===== src/rtl/alu_arbiter_pkg.sv =====
// Shared opcode constants and arbiter FSM state type.
package alu_arbiter_pkg;

  // ALU opcodes; anything above OPR_MAX is illegal.
  localparam int unsigned OPR_ADD = 0;
  localparam int unsigned OPR_SUB = 1;
  localparam int unsigned OPR_SHL = 2;
  localparam int unsigned OPR_XOR = 3;
  localparam int unsigned OPR_SHR = 4;
  localparam int unsigned OPR_OR  = 5;
  localparam int unsigned OPR_AND = 6;
  localparam int unsigned OPR_MAX = 6;

  typedef enum logic [1:0] {
    StIdle,
    StExec,
    StResp
  } state_t;

endpackage


===== src/rtl/alu_arbiter_alu.sv =====
// Combinational 64-bit ALU shared by the arbiter's requesters.
module ALU_64bit_RISCV
  import alu_arbiter_pkg::*;
#(
  parameter int unsigned XLEN  = 64,
  parameter int unsigned OPR_W = 4
) (
  input  logic [OPR_W-1:0] opr,
  input  logic [XLEN-1:0]  a,
  input  logic [XLEN-1:0]  b,
  output logic [XLEN-1:0]  result,
  output logic             err
);

  localparam int unsigned ShW = $clog2(XLEN);

  // The whole of b is the shift amount, so anything >= XLEN shifts everything out.
  logic big_shamt;
  assign big_shamt = (b >= XLEN'(XLEN));

  // Opcode decode; illegal opcodes give zero data with err set.
  always_comb begin
    result = '0;
    err    = 1'b0;
    case (opr)
      OPR_W'(OPR_ADD): result = a + b;
      OPR_W'(OPR_SUB): result = a - b;
      OPR_W'(OPR_SHL): result = big_shamt ? '0 : (a << b[ShW-1:0]);
      OPR_W'(OPR_XOR): result = a ^ b;
      OPR_W'(OPR_SHR): result = big_shamt ? '0 : (a >> b[ShW-1:0]);
      OPR_W'(OPR_OR):  result = {{(XLEN-1){1'b0}}, ((|a) || (|b))};
      OPR_W'(OPR_AND): result = {{(XLEN-1){1'b0}}, ((|a) && (|b))};
      default:         err    = 1'b1;
    endcase
  end

endmodule


===== src/rtl/alu_arbiter.sv =====
// Two-requester round-robin arbiter in front of a single shared ALU.
module alu_arbiter
  import alu_arbiter_pkg::*;
#(
  parameter int unsigned XLEN  = 64,
  parameter int unsigned OPR_W = 4
) (
  input  logic             clk,
  input  logic             rst,
  input  logic             req0_valid,
  output logic             req0_ready,
  input  logic [OPR_W-1:0] req0_opr,
  input  logic [XLEN-1:0]  req0_a,
  input  logic [XLEN-1:0]  req0_b,
  output logic             rsp0_valid,
  input  logic             rsp0_ready,
  output logic [XLEN-1:0]  rsp0_data,
  output logic             rsp0_err,
  input  logic             req1_valid,
  output logic             req1_ready,
  input  logic [OPR_W-1:0] req1_opr,
  input  logic [XLEN-1:0]  req1_a,
  input  logic [XLEN-1:0]  req1_b,
  output logic             rsp1_valid,
  input  logic             rsp1_ready,
  output logic [XLEN-1:0]  rsp1_data,
  output logic             rsp1_err
);

  state_t           state_q;
  logic             ptr_q;
  logic             winner_q;
  logic [OPR_W-1:0] opr_q;
  logic [XLEN-1:0]  a_q;
  logic [XLEN-1:0]  b_q;
  logic [XLEN-1:0]  res_q;
  logic             err_q;
  logic             rsp0_valid_q;
  logic             rsp1_valid_q;

  logic             grant0;
  logic             grant1;
  logic [XLEN-1:0]  alu_result;
  logic             alu_err;

  // Contended grant goes to ptr; a lone requester always wins.
  always_comb begin
    grant0 = req0_valid && (!req1_valid || !ptr_q);
    grant1 = req1_valid && (!req0_valid || ptr_q);
  end

  assign req0_ready = (state_q == StIdle) && !rst && grant0;
  assign req1_ready = (state_q == StIdle) && !rst && grant1;

  ALU_64bit_RISCV #(
    .XLEN  (XLEN),
    .OPR_W (OPR_W)
  ) u_alu (
    .opr    (opr_q),
    .a      (a_q),
    .b      (b_q),
    .result (alu_result),
    .err    (alu_err)
  );

  // Arbitration FSM: accept one request, run it for one cycle, hold the result until consumed.
  always_ff @(posedge clk) begin
    if (rst) begin
      state_q      <= StIdle;
      ptr_q        <= 1'b0;
      winner_q     <= 1'b0;
      opr_q        <= '0;
      a_q          <= '0;
      b_q          <= '0;
      res_q        <= '0;
      err_q        <= 1'b0;
      rsp0_valid_q <= 1'b0;
      rsp1_valid_q <= 1'b0;
    end else begin
      case (state_q)
        StIdle: begin
          if (req0_valid && req0_ready) begin
            opr_q    <= req0_opr;
            a_q      <= req0_a;
            b_q      <= req0_b;
            winner_q <= 1'b0;
            state_q  <= StExec;
          end else if (req1_valid && req1_ready) begin
            opr_q    <= req1_opr;
            a_q      <= req1_a;
            b_q      <= req1_b;
            winner_q <= 1'b1;
            state_q  <= StExec;
          end
        end
        StExec: begin
          res_q        <= alu_result;
          err_q        <= alu_err;
          rsp0_valid_q <= !winner_q;
          rsp1_valid_q <= winner_q;
          state_q      <= StResp;
        end
        StResp: begin
          if ((!winner_q && rsp0_ready) || (winner_q && rsp1_ready)) begin
            rsp0_valid_q <= 1'b0;
            rsp1_valid_q <= 1'b0;
            ptr_q        <= !winner_q;
            state_q      <= StIdle;
          end
        end
        default: state_q <= StIdle;
      endcase
    end
  end

  // Only the winner's port shows the held result; the other port stays at zero.
  assign rsp0_valid = rsp0_valid_q;
  assign rsp1_valid = rsp1_valid_q;
  assign rsp0_data  = rsp0_valid_q ? res_q : '0;
  assign rsp1_data  = rsp1_valid_q ? res_q : '0;
  assign rsp0_err   = rsp0_valid_q && err_q;
  assign rsp1_err   = rsp1_valid_q && err_q;

endmodule


===== config.mk =====
export PLATFORM = sky130hd
export DESIGN_NAME = alu_arbiter
export DESIGN_NICKNAME = d
export VERILOG_FILES = /design/src/rtl/alu_arbiter_pkg.sv /design/src/rtl/alu_arbiter_alu.sv /design/src/rtl/alu_arbiter.sv
export SDC_FILE = /design/constraint.sdc
export NUM_CORES = 1
export LEC_CHECK = 0
export CORE_ASPECT_RATIO = 2
export CORE_MARGIN = 2
export CORE_UTILIZATION = 44
export CTS_CLUSTER_DIAMETER = 100
export DETAILED_ROUTE_END_ITERATION = 16
export PLACE_DENSITY = 0.75
export SYNTH_ARGS = -nofsm -noshare
export SYNTH_HDL_FRONTEND = slang
export SYNTH_SLANG_ARGS = --single-unit

===== constraint.sdc =====
create_clock -name clk -period 5.18 [get_ports clk]
set_input_delay 0.518 -clock clk [delete_from_list [all_inputs] [get_ports clk]]
set_output_delay 0.518 -clock clk [all_outputs]
set_load 0.1 [all_outputs]

==> metrics <==
full die area 56600 um^2; outcome finished, violations left; CTS root buf clkbuf_16; worst-path fanout max 7; Die Y-Extent 334 um; Pwr Density 326 nW/um^2; worst skew pair latency 590 ps; Yosys reg bits 203; Required @ worst endpoint 5690 ps; Initial DRT Pass Iterations 6; via count 29300; DP Wirelength 103000 um; first-pass GRT wire length 190000 um; M3 GR Usage 12.6%; M2 GR Usage 73.8%; DRC Markers 0; met1 global-route usage 48.0%; port bufs 403; critical path class flop to flop; maxcap violations 1; Post-Syn Nets 3711; final slew viol count 0; Max clock buf depth 3; Final setup violation count 0; Period minus WS final 5020 ps; number of synthesized flops with an enable pin 0; row count 121; share of post-route cells with drive strength above 1 14.9%; Final GP Congestion 1.13; worst-case clock skew 23.2 ps; DRT iter0 DRCs 3113; Yosys top cell area share 16.9%; total wire length 134000 um; Netlist cell types 86; CTS clk-pin slew, worst paths 70 ps; die width 169 um; Mean Syn Cell Area 7.12 um^2; hold_buf cts 0; ys async rst share 0%; most common cell in the netlist nor2_1; Remaining Overflow, GRT 0; violated checks capacitance limit; leakage power 0.0120 uW; vias in the first global route 28500; synthesized netlist cell count 3375; Peak VDD IR 0.272 mV; startpoint types flop; Max-slew headroom 0.0534%; post-synthesis sequential area ratio 16.9%; synth cell count leaders nor2_1 (479), nand2_1 (468), clkbuf_1 (284); Worst Setup End Kind flop; Avg WL per Cell 30.2 um; final hold vios 0; cell taking the most area after synthesis dfxtp_1; DRT antenna net count 0; largest net degree at the start of global routing 150; final total power 10100 uW; Tightest Hold Check Type input pin to flop; H-Tree Level Count 1; Tightest Pin Transition 1480 ps; critical path arrival 5530 ps; Syn Std Cell Area 24000 um^2; CTS buffer count 22; Initial Util 44.3%; final worst-path cycle share 96.9%; fmax 199 MHz; vias per cell 6.60; gr busiest metal met2; Core Region 54200 um^2; RSZ-0062 raised after global routing true; Tot GR Track Use 46.0%; Ys Warns 0; TritonCTS clock tree built; CTS Sinks 203; io pins 404; Post-layout nets 4074; Area growth syn-to-layout 29.0%; initial antenna violation count 11; TNS Setup 0 ps; most area-consuming cells after synthesis dfxtp_1 (17%), mux4_2 (7.8%), nor2_1 (7.5%); Synth Flop Type dfxtp_1
where the power goes:
part           internal, uW  leakage (uW)  switching [uW]
clock network           964      0.000371             778
registers              1750       0.00167             442
logic                  2370       0.00996            3800
through the flow:
stage / util (%) / hold WS (ps) / instances / setup WS [ps] / cell area (um^2)
5_1_grt: 57.2 / 339 / 4429 / -56.0 / 31000
6_report: 57.2 / 308 / 4432 / 158 / 31000
4_1_cts: 56.5 / 302 / 4416 / 10.1 / 30600
3_3_place_gp: 55.1 / 441 / 4377 / -89.1 / 29900
3_5_place_dp: 55.1 / 452 / 4377 / -162 / 29900
2_1_floorplan: - / 430 / 3375 / 49.9 / 24000
routing by layer:
metal	up-vias	wire length, um	share of wire, %
li1	13000	-	-
met1	13700	43600	32
met2	1934	60400	45
met3	679	13800	10
met4	6	16300	12
met5	-	42	0.031
logic make-up (layout without fill, tap and decap cells):
family	count (synthesis)	after routing	synth area share, %
AND/OR/NAND/NOR	1332	1332	24.7
flip-flops	203	203	16.9
buffers and inverters	411	789	6.63
AO/OA/AOI/OAI	909	909	25.7
adder cells (fa/ha/maj)	66	66	3.47
XOR/XNOR	172	172	6.27
other	0	3	0
multiplexers	282	282	16.3
worst paths after layout:
path	slack, ps	start	cells after the start	endpoint
max	160	b_q[4]	20	res_q[57]
min	310	rst	2	ptr_q
max reg2reg	160	b_q[4]	20	res_q[57]
min reg2reg	460	res_q[5]	2	res_q[5]
flip-flops by register name, indices dropped and copies added, names as in the netlist:
signal / flops
b_q: 64
res_q: 64
rsp1_valid: 1
err_q: 1
rsp0_valid: 1
a_q: 64
winner_q: 1
state_q: 2
ptr_q: 1
opr_q: 4
what timing repair did:
action / CTS / global route
setup endpoints to repair: 3 / 20
pin swaps: 0 / 25
resized for setup: 1 / 60
setup buffers: 0 / 14
area by class of cell:
| class | count | area, um^2 |
|---|---|---|
| multi-input cells | 2761 | 18700 |
| clock buffers | 27 | 589 |
| repair buffers | 704 | 6440 |
| well taps | 676 | 846 |
| clock inverters | 12 | 155 |
| inverters | 46 | 178 |
| flip-flops and latches | 203 | 4090 |
| fillers | 5265 | 23200 |
| diodes | 3 | 7.51 |
critical path, stage by stage (launching register included):
cell and delay [ps]:
dfxtp_4 360, nor2_2 210, buf_4 160, buf_4 210, nand3_1 180, nor3_2 190
nand2_1 190, o31ai_1 280, xor2_1 110, ha_1 360, nand2_1 150, nor3_1 220
a221oi_1 100, buf_4 170, nand4_1 260, a31oi_2 150, o31a_1 370, o311a_4 420
o21a_4 220, or4_4 470, a31oi_1 170
layout by cell type, fill, tap and decap left out, types with 19 or more instances in the layout:
master	instances
a211oi_1	54
inv_1	39
a31oi_1	22
xor2_1	76
mux2i_1	146
mux2_2	53
a221oi_1	50
nand4_1	33
a21o_1	31
a21oi_1	229
nand3_1	34
o21ai_0	142
dfxtp_1	194
nor3_1	46
xnor2_1	96
buf_4	289
clkbuf_16	22
nor4_1	28
o22ai_1	38
and2_1	140
ha_1	64
nor2_1	471
nand2b_1	19
mux4_2	83
a311oi_1	137
o211ai_1	25
nand2_1	467
clkdlybuf4s50_1	400
Note: power is estimated with default switching activity, not from simulation.
